[src/rtl/d_ext_alu_wb_stage_pkg.sv]
`default_nettype none
// ============================================================================
//  Module      : d_ext_alu_pkg
//  Description : Shared types and constants for the D-extension ALU
//                writeback stage (result kinds, flag positions, FIFO entry).
//  Revision    : 1.0 - initial release
// ============================================================================
package d_ext_alu_pkg;

    // Data width carried in a FIFO entry.
    localparam int ENTRY_DATA_W = 64;

    // Destination class of an ALU result.
    typedef enum logic [1:0] {
        RK_FP64 = 2'd0,
        RK_FP32 = 2'd1,
        RK_INT  = 2'd2,
        RK_NONE = 2'd3
    } res_kind_e;

    // Exception flag bit positions inside a 5-bit fflags vector.
    localparam int FLAG_NV = 4;
    localparam int FLAG_DZ = 3;
    localparam int FLAG_OF = 2;
    localparam int FLAG_UF = 1;
    localparam int FLAG_NX = 0;

    // Upper word used to NaN-box a single-precision value in a 64-bit register.
    localparam logic [31:0] NANBOX_HI = 32'hFFFF_FFFF;

    // One buffered writeback entry.
    typedef struct packed {
        res_kind_e                 kind;
        logic [4:0]                rd;
        logic [ENTRY_DATA_W-1:0]   data;
        logic [4:0]                fflags;
    } wb_entry_t;

endpackage : d_ext_alu_pkg
`default_nettype wire

[src/rtl/d_ext_alu_wb_stage_if.sv]
`default_nettype none
// ============================================================================
//  Module      : d_ext_alu_wb_stage_if
//  Description : ALU-to-writeback result bus with valid/ready handshake.
//                master = ALU side, slave = writeback stage.
//  Revision    : 1.0 - initial release
// ============================================================================
interface d_ext_alu_wb_stage_if #(
    parameter int XLEN = 64
);
    import d_ext_alu_pkg::*;

    logic              in_valid;
    logic              in_ready;
    res_kind_e         res_kind;
    logic [4:0]        rd;
    logic [XLEN-1:0]   result;
    logic [31:0]       fs_result;
    logic [XLEN-1:0]   int_result;
    logic [4:0]        in_fflags;

    modport master (
        output in_valid, res_kind, rd, result, fs_result, int_result, in_fflags,
        input  in_ready
    );

    modport slave (
        input  in_valid, res_kind, rd, result, fs_result, int_result, in_fflags,
        output in_ready
    );

endinterface : d_ext_alu_wb_stage_if
`default_nettype wire

[src/rtl/d_ext_alu_wb_stage_fifo.sv]
`default_nettype none
// ============================================================================
//  Module      : d_ext_wb_fifo
//  Description : DEPTH-entry synchronous FIFO of wb_entry_t with push, pop,
//                flush and occupancy count. Caller must not push when full
//                or pop when empty.
//  Revision    : 1.0 - initial release
// ============================================================================
module d_ext_wb_fifo
    import d_ext_alu_pkg::*;
#(
    parameter int DEPTH = 2
) (
    input  wire logic                       clk,
    input  wire logic                       rst_n,
    input  wire logic                       i_push,
    input  wire wb_entry_t                  i_push_data,
    input  wire logic                       i_pop,
    input  wire logic                       i_flush,
    output wb_entry_t                       o_head,
    output logic                            o_head_valid,
    output logic [$clog2(DEPTH):0]          o_count
);

    localparam int c_AW = $clog2(DEPTH);
    localparam int c_CW = c_AW + 1;

    wb_entry_t          r_mem [DEPTH];
    logic [c_AW-1:0]    r_wr_ptr;
    logic [c_AW-1:0]    r_rd_ptr;
    logic [c_CW-1:0]    r_count;

    // Pointer and count maintenance; flush returns everything to the empty state.
    always_ff @(posedge clk) begin
        if (!rst_n || i_flush) begin
            r_wr_ptr <= '0;
            r_rd_ptr <= '0;
            r_count  <= '0;
        end else begin
            if (i_push) r_wr_ptr <= r_wr_ptr + 1'b1;
            if (i_pop)  r_rd_ptr <= r_rd_ptr + 1'b1;
            case ({i_push, i_pop})
                2'b10:   r_count <= r_count + 1'b1;
                2'b01:   r_count <= r_count - 1'b1;
                default: r_count <= r_count;
            endcase
        end
    end

    // Entry storage; contents are only observed through a valid head.
    always_ff @(posedge clk) begin
        if (rst_n && !i_flush && i_push) begin
            r_mem[r_wr_ptr] <= i_push_data;
        end
    end

    assign o_head       = r_mem[r_rd_ptr];
    assign o_head_valid = (r_count != '0);
    assign o_count      = r_count;

endmodule : d_ext_wb_fifo
`default_nettype wire

[src/rtl/d_ext_alu_wb_stage.sv]
`default_nettype none
// ============================================================================
//  Module      : d_ext_alu_wb_stage
//  Description : Writeback stage behind the D-extension ALU. Buffers results,
//                NaN-boxes single-precision values, drives FP / integer
//                register-file write ports and accrues sticky fflags.
//  Revision    : 1.0 - initial release
// ============================================================================
module d_ext_alu_wb_stage
    import d_ext_alu_pkg::*;
#(
    parameter int DEPTH = 2,
    parameter int XLEN  = 64
) (
    input  wire logic                   clk,
    input  wire logic                   rst_n,
    d_ext_alu_wb_stage_if.slave         alu,
    input  wire logic                   flush,
    input  wire logic                   wb_stall,
    output logic                        fp_wr_en,
    output logic [4:0]                  fp_wr_addr,
    output logic [XLEN-1:0]             fp_wr_data,
    output logic                        int_wr_en,
    output logic [4:0]                  int_wr_addr,
    output logic [XLEN-1:0]             int_wr_data,
    input  wire logic                   fflags_clr,
    output logic [4:0]                  fflags_acc,
    output logic [$clog2(DEPTH):0]      pending
);

    localparam int                      c_CW        = $clog2(DEPTH) + 1;
    localparam logic [c_CW-1:0]         c_DEPTH_CNT = c_CW'(DEPTH);

    wb_entry_t          w_push_entry;
    wb_entry_t          w_head;
    logic               w_head_valid;
    logic               w_push;
    logic               w_head_go;
    logic               w_accrue;
    logic [c_CW-1:0]    w_count;
    logic [4:0]         r_fflags_acc;

    // Space is judged on registered occupancy only, so a full FIFO never
    // accepts in the same cycle its head retires.
    assign alu.in_ready = (w_count < c_DEPTH_CNT);
    assign w_push       = alu.in_valid && alu.in_ready && !flush;

    // Retire the head whenever the ports are free; reset and flush block it.
    assign w_head_go    = rst_n && w_head_valid && !wb_stall && !flush;
    assign w_accrue     = w_head_go && (w_head.kind != RK_NONE);

    // Format the data field at push time so the head drives the ports directly.
    always_comb begin
        w_push_entry        = '0;
        w_push_entry.kind   = alu.res_kind;
        w_push_entry.rd     = alu.rd;
        w_push_entry.fflags = alu.in_fflags;
        case (alu.res_kind)
            RK_FP64: w_push_entry.data = alu.result;
            RK_FP32: w_push_entry.data = {NANBOX_HI, alu.fs_result};
            RK_INT:  w_push_entry.data = alu.int_result;
            default: w_push_entry.data = '0;
        endcase
    end

    d_ext_wb_fifo #(
        .DEPTH        (DEPTH)
    ) u_fifo (
        .clk          (clk),
        .rst_n        (rst_n),
        .i_push       (w_push),
        .i_push_data  (w_push_entry),
        .i_pop        (w_head_go),
        .i_flush      (flush),
        .o_head       (w_head),
        .o_head_valid (w_head_valid),
        .o_count      (w_count)
    );

    // Decode the retiring head into at most one register-file write.
    // An integer write to x0 is dropped but the entry still retires.
    always_comb begin
        fp_wr_en    = 1'b0;
        fp_wr_addr  = '0;
        fp_wr_data  = '0;
        int_wr_en   = 1'b0;
        int_wr_addr = '0;
        int_wr_data = '0;
        if (w_head_go) begin
            case (w_head.kind)
                RK_FP64, RK_FP32: begin
                    fp_wr_en   = 1'b1;
                    fp_wr_addr = w_head.rd;
                    fp_wr_data = w_head.data;
                end
                RK_INT: begin
                    if (w_head.rd != 5'd0) begin
                        int_wr_en   = 1'b1;
                        int_wr_addr = w_head.rd;
                        int_wr_data = w_head.data;
                    end
                end
                default: ;
            endcase
        end
    end

    // Sticky flag accrual; a clear in a retiring cycle keeps only the new flags.
    always_ff @(posedge clk) begin
        if (!rst_n) begin
            r_fflags_acc <= '0;
        end else if (fflags_clr) begin
            r_fflags_acc <= w_accrue ? w_head.fflags : 5'b0;
        end else if (w_accrue) begin
            r_fflags_acc <= r_fflags_acc | w_head.fflags;
        end
    end

    assign fflags_acc = r_fflags_acc;
    assign pending    = w_count;

endmodule : d_ext_alu_wb_stage
`default_nettype wire

[src/flat_wrapper.sv]
// flat-port wrapper written by rule: the top's interface ports become plain ports
module d_ext_alu_wb_stage_flat import d_ext_alu_pkg::*;
#(
    parameter int DEPTH = 2,
    parameter int XLEN  = 64
)
  (clk, rst_n, flush, wb_stall, fp_wr_en, fp_wr_addr, fp_wr_data, int_wr_en, int_wr_addr, int_wr_data, fflags_clr, fflags_acc, pending, alu_in_valid, alu_res_kind, alu_rd, alu_result, alu_fs_result, alu_int_result, alu_in_fflags, alu_in_ready);
  d_ext_alu_wb_stage_if #(.XLEN(XLEN)) alu_i ();
  input  wire logic clk;
  input  wire logic rst_n;
  input  wire logic flush;
  input  wire logic wb_stall;
  output logic fp_wr_en;
  output logic [4:0] fp_wr_addr;
  output logic [XLEN-1:0] fp_wr_data;
  output logic int_wr_en;
  output logic [4:0] int_wr_addr;
  output logic [XLEN-1:0] int_wr_data;
  input  wire logic fflags_clr;
  output logic [4:0] fflags_acc;
  output logic [$clog2(DEPTH):0] pending;
  input wire logic [$bits(alu_i.in_valid)-1:0] alu_in_valid;
  input wire logic [$bits(alu_i.res_kind)-1:0] alu_res_kind;
  input wire logic [$bits(alu_i.rd)-1:0] alu_rd;
  input wire logic [$bits(alu_i.result)-1:0] alu_result;
  input wire logic [$bits(alu_i.fs_result)-1:0] alu_fs_result;
  input wire logic [$bits(alu_i.int_result)-1:0] alu_int_result;
  input wire logic [$bits(alu_i.in_fflags)-1:0] alu_in_fflags;
  output wire logic [$bits(alu_i.in_ready)-1:0] alu_in_ready;
  assign alu_i.in_valid = alu_in_valid;
  assign alu_i.res_kind = alu_res_kind;
  assign alu_i.rd = alu_rd;
  assign alu_i.result = alu_result;
  assign alu_i.fs_result = alu_fs_result;
  assign alu_i.int_result = alu_int_result;
  assign alu_i.in_fflags = alu_in_fflags;
  assign alu_in_ready = alu_i.in_ready;
  d_ext_alu_wb_stage #(.DEPTH(DEPTH), .XLEN(XLEN)) u_core (.clk(clk), .rst_n(rst_n), .alu(alu_i), .flush(flush), .wb_stall(wb_stall), .fp_wr_en(fp_wr_en), .fp_wr_addr(fp_wr_addr), .fp_wr_data(fp_wr_data), .int_wr_en(int_wr_en), .int_wr_addr(int_wr_addr), .int_wr_data(int_wr_data), .fflags_clr(fflags_clr), .fflags_acc(fflags_acc), .pending(pending));
endmodule
[config.mk]
export PLATFORM = sky130hd
export DESIGN_NAME = d_ext_alu_wb_stage_flat
export DESIGN_NICKNAME = d
export VERILOG_FILES = /design/src/rtl/d_ext_alu_wb_stage_pkg.sv /design/src/rtl/d_ext_alu_wb_stage_if.sv /design/src/rtl/d_ext_alu_wb_stage_fifo.sv /design/src/rtl/d_ext_alu_wb_stage.sv /design/src/flat_wrapper.sv
export SDC_FILE = /design/constraint.sdc
export NUM_CORES = 1
export LEC_CHECK = 0
export ABC_AREA = 1
export CORE_MARGIN = 2
export CORE_UTILIZATION = 42
export CTS_CLUSTER_SIZE = 20
export DETAILED_ROUTE_END_ITERATION = 12
export PLACE_DENSITY = 0.87
export SLEW_MARGIN = 20
export SYNTH_ARGS = -nofsm -noshare
export SYNTH_HDL_FRONTEND = slang
export SYNTH_SLANG_ARGS = --single-unit
[constraint.sdc]
create_clock -name clk -period 10.7 [get_ports clk]
set_clock_uncertainty 0.15 [all_clocks]
set_input_delay 2.675 -clock clk [delete_from_list [all_inputs] [get_ports clk]]
set_output_delay 2.675 -clock clk [all_outputs]
set_load 0.005 [all_outputs]
## After elaboration in Yosys (flattened, before gate mapping)

Memory sizes are Yosys's and may differ from the RTL's. A register that Yosys moved wholly into a read port is not among the register bits.
Index checks and enable logic that the tools add are counted.

| storage, ports and cells | value |
|---|---|
| memories kept | 1 |
| register bits after elaboration | 9 |
| output and inout port bits | 148 |
| RAM bits | 152 |
| logic and storage cells | 61 |
| input port bits | 178 |

Memories:

| memory | words | bits a word | read ports | clocked after Yosys merged registers in | write ports | RTL line | source |
|---|---|---|---|---|---|---|---|
| u_core.u_fifo.r_mem | 2 | 76 | 1 | 1 | 1 | d_ext_alu_wb_stage_fifo.sv:28 | `wb_entry_t r_mem [DEPTH];` |

| cells by class | value |
|---|---|
| bitwise logic cells | 1 |
| reduce and logical (&&, ||, !) cells | 19 |
| muxes and demuxes | 24 |
| equality and inequality tests | 7 |
| $add $sub $neg | 4 |
| magnitude comparators | 1 |

Operators with widths:

| cell | number |
|---|---|
| 2-to-1 mux 64 bit | 5 |
| one-hot mux 64 bit (3 select lines) | 1 |
| 2-to-1 mux 5 bit | 8 |
| 2-to-1 mux 1 bit | 9 |
| logical AND 1 bit | 8 |
| == test 2 x 1 -> 1 bit (second input constant) | 3 |
| == test 2 bit (second input constant) | 3 |
| nonzero test 2 bit | 3 |
| bitwise OR 5 bit | 1 |
| nonzero test 5 bit | 1 |
| logical NOT 2 bit | 2 |
| one-hot mux 2 bit (2 select lines) | 1 |
| logical NOT 1 bit | 3 |
| adder 1 bit (second input constant) | 2 |
| adder 2 x 1 -> 2 bit (second input constant) | 1 |
| less-than comparator 2 bit (second input constant) | 1 |
| inequality test 2 bit (second input constant) | 1 |
| OR reduction 2 bit | 1 |
| subtractor 2 x 1 -> 2 bit (second input constant) | 1 |
| logical OR 1 bit | 1 |

## Logic depth before layout (Yosys ltp)

Gate-level depths: netlist of the first run.

| logic depth | value |
|---|---|
| depth after elaboration | 7 |
| gate-level depth with buffers | 10 |
| mapped depth without buffers | 10 |

## By module

From an unflattened synthesis of the first run, not the netlist that was laid out.

| second synthesis, totals | value |
|---|---|
| cell total of the unflattened synthesis | 779 |
| area, all modules | 8488.1 sq um |

By module, submodules not included:

| module | sequential area each (sq um) | instances | area an instance (sq um) | cells each |
|---|---|---|---|---|
| d_ext_wb_fifo | 4664.5 | 1 | 5870.6 | 270 |
| d_ext_alu_wb_stage | 100.1 | 1 | 2617.5 | 509 |

## Least setup slack after synthesis of the first run

Ideal clock, no wire load.

| timing path | value |
|---|---|
| path kind | input-to-reg |
| start | in flush |
| end | mem u_core.u_fifo.r_mem[0][0] (netlist name), enable pin |
| library setup time | 604 ps |
| buffers on the path | 0 |
| setup slack | 1930 ps |
| arrival time | 8017 ps |
| cell stages on the path | 3 |
| data required time | 9946 ps |
| path through | nor2_1 -> nand2_1 -> nor3_1 |

| on the way | value |
|---|---|
| cells in the longest elaborated chain, start to end | 5 |
| elaborated cells on any way between the ends | 6 |
| those cells by class | mux (2); reduce/logical (4) |

Ends and longest elaborated chain:

| item | RTL line | source |
|---|---|---|
| start, declared | flat_wrapper.sv:11 | `input wire logic flush;` |
| logical NOT 1 bit (*) | d_ext_alu_wb_stage_fifo.sv:52, d_ext_alu_wb_stage.sv:46 |  |
| logical AND 1 bit (on tied branches) | d_ext_alu_wb_stage_fifo.sv:52, d_ext_alu_wb_stage.sv:46 |  |
| logical AND 1 bit (*) | d_ext_alu_wb_stage_fifo.sv:52 | `if (rst_n && !i_flush && i_push) begin` |
| 2-to-1 mux 1 bit (*) | d_ext_alu_wb_stage_fifo.sv:52 |  |
| 2-to-1 mux 1 bit (not written as such) (*) | d_ext_alu_wb_stage_fifo.sv:53 | `r_mem[r_wr_ptr] <= i_push_data;` |
| end, declared | d_ext_alu_wb_stage_fifo.sv:28 |  |

Mark *: on every way between the ends. The rest lies on a longest branch, timed or not.

## Worst setup path after layout of the first run

| timing path | value |
|---|---|
| start | in rst_n |
| end | out int_wr_data[11] |

| on the way | value |
|---|---|
| cells in the longest elaborated chain, start to end | 4 |

Ends and longest elaborated chain:

| item | RTL line | source |
|---|---|---|
| start, declared | flat_wrapper.sv:10 | `input wire logic rst_n;` |
| logical AND 1 bit (3 in a row) | d_ext_alu_wb_stage.sv:49 | `assign w_head_go = rst_n && w_head_valid && !wb_stall && !flush;` |
| 2-to-1 mux 64 bit | d_ext_alu_wb_stage.sv:89 | `if (w_head_go) begin` |
| end, declared | flat_wrapper.sv:18 | `output logic [XLEN-1:0] int_wr_data;` |

No other way between the ends.

==> metrics, run 1 <==
average wire per standard cell=16.4 um; worst-skew pair later-pin latency=0.41 ns; Netlist cell types=22; M1 wire length=8.19 mm; Clock Tree Buf Depth=2; postcts setup bufs=0; Post-Syn Instances=736; Die ar.=19,500 um2; Tcrit/Tclk final=76.7%; routed wire length=21.0 mm; syn_nets=915; worst path required time=7.88 ns; maxcap violations=0; Crit. End Element=output pin; setup TNS=0 ns; crit path DAT=5.39 ns; Antenna Cells=0; Crit Path Class=input port to output pin; total CTS buffers=17; Num Clock Sinks=162; Post-DP HPWL=14.7 mm; initial antenna violation count=0; largest net degree at the start of global routing=77; DRC=0; leak pwr=4.07 nW; DR vias=6,404; std cell rows=49; Total Routing Usage GR=21.0%; sequential-to-total area share from yosys stat=61.7%; Post-Synthesis Cell Area=7720 um2; Worst VDD drop=0.0956 mV; Slew Viols, Final=0; Initial DRT Pass Iterations=5; Routed Antenna Nets=0; port bufs=325; Top Ports=326; fillers=1,416; vias in the first global route=6,503; Area Overhead vs Synth=51.3%; core area=18,000 um2; outcome=finished clean; Rel. slew slack=27.2%; max layer used=met4; Fmax achieved=0.122 GHz; CTS tree=built; pwr dens=124 nW/um2; Synth warnings=0; post-cts repair resize count=0; root buffer cell=clkbuf_16; Synth Area per Inst=10.5 um2; startpoint types=input port; worst hold path class=flop to flop; routed wl met2=11.0 mm; vias per cell=4.99; #FFs+latches synth=162; final worst path period need=8.21 ns; crit-path max FO=65; met3 wire len=1.32 mm; Die Ht=140 um; clock transition at the registers of the reported paths=0.06 ns; fin nets=1,220; grt total ovfl=0; Hold-fix buffers, CTS=0; RSZ-0062 raised after global routing=no; H-tree depth=4; die width=140 um; Setup Viol. Count Final=0; Fin. Hold Viols=0; global-route wire length before repair=32.3 mm; share of layout cells above drive strength 1=9.49%; starting density of the core=42.8%; routability cong.=0.785; initial DRC count=294; Slew @ Worst Pin=1.09 ns; hold slack=0.326 ns
-- area by class of cell --
cell class | instances | area, um2 | area share, %
Clock buffer | 25 | 551 | 4.71
Clock inverter | 7 | 56.3 | 0.482
Timing Repair Buffer | 331 | 3300 | 28.2
Sequential cell | 162 | 4770 | 40.8
Multi-Input combinational cell | 509 | 2650 | 22.7
Inverter | 20 | 76.3 | 0.653
Tap cell | 229 | 287 | 2.45
-- cells by family (layout without fill, tap and decap cells) --
kind of cell | Yosys count | in the layout | share of synthesized area [%]
adder cells (fa/ha/maj) | 1 | 1 | 0.162
multiplexers | 64 | 64 | 8.30
flip-flops | 162 | 162 | 61.7
AND/OR/NAND/NOR | 397 | 397 | 22.3
buffers and inverters | 65 | 383 | 4.46
AO/OA/AOI/OAI | 47 | 47 | 3.09
-- power by group --
part           total, mW  internal, mW  switching, mW  leakage (nW)
Sequential         0.714         0.711        0.00307          1.47
Clock              0.598         0.362          0.236         0.299
Combinational      0.140        0.0765         0.0631          2.30
Total               1.45          1.15          0.303          4.07
-- flip-flops by register name, summed over array words and instances (netlist names), named ones only --
| register | cells |
|---|---|
| u_core.fflags_acc | 5 |
| u_core.u_fifo.o_count | 2 |
| u_core.u_fifo.r_mem | 152 |
| u_core.u_fifo.r_rd_ptr | 1 |
| u_core.u_fifo.r_wr_ptr | 1 |
-- cells in the mapped netlist --
cell	count	area (um2)
a21oi_1	42	210
buf_2	14	70.1
buf_4	3	22.5
buf_6	2	22.5
buf_8	5	75.1
clkbuf_1	21	78.8
dfxtp_1	10	200
edfxtp_1	152	4560
ha_1	1	12.5
inv_1	14	52.6
inv_2	6	22.5
mux2i_1	64	641
nand2_1	109	409
nand2_2	1	6.26
nand3_1	73	365
nor2_1	160	601
nor2_2	50	313
nor2_4	1	11.3
nor3_1	2	10.0
o21ai_0	4	20.0
o21ai_2	1	8.76
or2_1	1	6.26
-- metrics by stage --
step / area, um2 / std cells / worst slack [ns] / util [%] / power [mW]
final: 11700 / 1283 / 2.49 / 64.8 / 1.45
after global routing: 11700 / 1283 / 2.26 / 64.8 / 1.50
after CTS: 11700 / 1283 / 2.54 / 64.8 / 1.46
after detailed placement: 11100 / 1251 / 2.55 / 61.4 / 0.867
after global placement: 11100 / 1251 / 2.66 / 61.4 / 0.862
after floorplan: 7720 / 736 / 1.93 / - / 0.780
-- metal layers --
metal  track usage, %  vias up
met5                0        -
met4             7.47        0
met3             4.68       33
met2             38.5      239
met1             24.1     3011
li1                 -     3121
-- placed cells by master, fill, tap and decap left out, types with 4 or more instances in the layout --
master             n
nor2_2            51
nand2_1          108
dfxtp_1            9
edfxtp_1         152
inv_2              5
clkbuf_16         21
a21oi_1           42
mux2i_1           64
o21ai_0            4
buf_4              6
clkinv_4           4
inv_1             14
clkdlybuf4s50_1  325
nor2_1           159
nand3_1           72
-- critical path: stages --
cell and delay (ns):
clkdlybuf4s50_1 0.47, inv_2 0.08, nor2_2 0.20, nand3_1 0.16
nor2_1 0.28, nand2_4 0.59, nor2_1 0.35, clkdlybuf4s50_1 0.56
-- worst paths after layout --
kind	startpoint	slack (ns)	cells past startpoint	end
min reg2reg	u_core.fflags_acc[1]	0.33	2	u_core.fflags_acc[1]
max	rst_n	2.49	8	int_wr_data[11]
min	u_core.fflags_acc[1]	0.33	2	u_core.fflags_acc[1]
max reg2reg	flop	8.08	7	u_core.fflags_acc[2]
Power figures use the tool's default switching activity.
==> inputs of run 2 (changes only) <==
Clock period 10.7 ns to 7.8 ns, I/O delays scaled along.
==> run 2 against run 1 <==
- clock-buffer cell count unchanged
- worst setup slack lost 1.4 ns
- largest power group unchanged
- largest cell class unchanged
- critical path depth unchanged
- hold slack got worse by 0.0018 ns
- register-to-register slack worse by 2.4 ns
- sequential power grew 37%
- sequential cell count is the same
- highest routed layer unchanged
- sequential share of layout area about the same
- combinational power increased by 37%
- die area unchanged
- non-clock buffer count unchanged
- cell area hardly changed
==> metrics, run 2 (synthesis results as in run 1) <==
worst path required time=5.70 ns (-2.18 ns); Crit. End Element=output pin; post-cts repair resize count=0 (unchanged); commonest non-fill, non-tap cell in the layout=clkdlybuf4s50_1; routability cong.=0.799 (+1.8%); crit path DAT=4.57 ns (-0.82 ns); share of layout cells above drive strength 1=9.68% (+0.19 points); Num Clock Sinks=162 (unchanged); Initial DRT Pass Iterations=4 (-1); startpoint types=input port; Post-DP HPWL=14.7 mm (+0.29%); H-tree depth=4 (unchanged); fin nets=1,220 (unchanged); Non-Filler Instances=1,283 (unchanged); fillers=1,378 (-2.7%); Fin. Hold Viols=0 (unchanged); Clock Tree Buf Depth=2 (unchanged); Die ar.=19,500 um2 (unchanged); Tcrit/Tclk final=85.5%; starting density of the core=42.8% (unchanged); Worst VDD drop=0.134 mV (+41%); root buffer cell=clkbuf_16; grt total ovfl=0 (unchanged); pre-CTS setup slack=1.13 ns (-1.42 ns); commonest non-fill, non-tap cells in the layout=325 x clkdlybuf4s50_1, 159 x nor2_1, 152 x edfxtp_1, 108 x nand2_1, 72 x nand3_1; leak pwr=4.08 nW (+0.15%); Slew Viols, Final=0 (unchanged); Total Routing Usage GR=21.1% (+0.071 points); Rel. slew slack=29.5% (+2.3 points); Top reg by flops=u_core.u_fifo.r_mem; Total Power=2.00 mW (+38%); initial antenna violation count=0 (unchanged); global-route wire length before repair=32.3 mm (about the same); Setup Viol. Count Final=0 (unchanged); Placed Cells=1,251 (unchanged); Area Overhead vs Synth=51.4% (about the same); largest net degree at the start of global routing=77 (unchanged); Fmax achieved=0.150 GHz; die width=140 um (unchanged); RSZ-0062 raised after global routing=no; average wire per standard cell=16.5 um (+0.63%); port bufs=325 (unchanged); Crit Path Class=input port to output pin; maxcap violations=0 (unchanged); postcts setup bufs=0 (unchanged); Routed Antenna Nets=0 (unchanged); pwr dens=171 nW/um2 (+38%); Top Ports=326 (unchanged); vias in the first global route=6,501 (-0.031%); outcome=finished clean; worst-skew pair later-pin latency=0.41 ns (about the same); worst hold path class=flop to flop; DRC=0 (unchanged); hold depth=2 (unchanged); crit-path max FO=70 (+7.7%); setup TNS=0 ns (unchanged); vias per cell=5.04 (+0.92%); Antenna Cells=0 (unchanged); r2r worst-path depth=5 (-2); Slew @ Worst Pin=1.06 ns (-0.0342 ns); clock transition at the registers of the reported paths=0.06 ns (about the same); Die Ht=140 um (unchanged); max FFs per register=152 (unchanged); initial DRC count=256 (-13%); final worst path period need=6.67 ns; CTS tree=built; total CTS buffers=17 (unchanged); core area=18,000 um2 (unchanged); DR vias=6,463 (+0.92%); Hold-fix buffers, CTS=0 (unchanged); std cell rows=49 (unchanged); routed wire length=21.1 mm (+0.63%); final setup margin=1.13 ns (-1.36 ns)
run 2: cell count changes in the layout (fill, tap and decap cells not counted):
cell / change
clkinv_4: -3
clkbuf_1: -2
inv_4: +1
inv_1: -1
inv_6: +2
clkinv_1: +1
clkbuf_8: +3
clkbuf_16: -1
run 2: metrics by stage:
step	util (%)	hold WS [ns]	instance area [um2]
after floorplan	-	0.297	7720
after global routing	64.8	0.343	11700
after global placement	61.4	0.304	11100
after detailed placement	61.4	0.314	11100
final	64.8	0.324	11700
after CTS	64.8	0.324	11700
run 2: layout make-up:
| type | count | area [um2] | share of cell area (%) |
|---|---|---|---|
| Clock inverter | 7 | 53.8 | 0.460 |
| Timing Repair Buffer | 331 | 3300 | 28.2 |
| Multi-Input combinational cell | 509 | 2650 | 22.6 |
| Sequential cell | 162 | 4770 | 40.8 |
| Inverter | 20 | 76.3 | 0.653 |
| Tap cell | 229 | 287 | 2.45 |
| Clock buffer | 25 | 559 | 4.78 |
run 2: power breakdown:
group / switching [mW] / leakage [nW] / internal (mW)
logic: 0.0867 / 2.30 / 0.105
clock network: 0.326 / 0.308 / 0.504
registers: 0.00422 / 1.47 / 0.976
total: 0.417 / 4.08 / 1.58
run 2: worst paths after layout:
check / start / end / slack, ns
max: rst_n / fp_wr_addr[1] / 1.13
min: u_core.fflags_acc[4] / u_core.fflags_acc[4] / 0.32
max reg2reg: flop / u_core.fflags_acc[2] / 5.70
min reg2reg: u_core.fflags_acc[4] / u_core.fflags_acc[4] / 0.32
run 2: worst max-delay path, cell delays in order:
cell,delay [ns]
clkdlybuf4s50_1,0.47
inv_2,0.08
nor2_2,0.21
inv_2,0.08
nor2_4,0.20
nand3_4,0.65
nor2_1,0.36
clkdlybuf4s50_1,0.56
run 2: layer usage:
layer	global-route usage, %	share of wire [%]	vias to the layer above
li1	-	-	3123
met1	23.6	38	3039
met2	38.8	53	267
met3	4.58	6.4	34
met4	8.89	2.5	0
met5	0	0	-
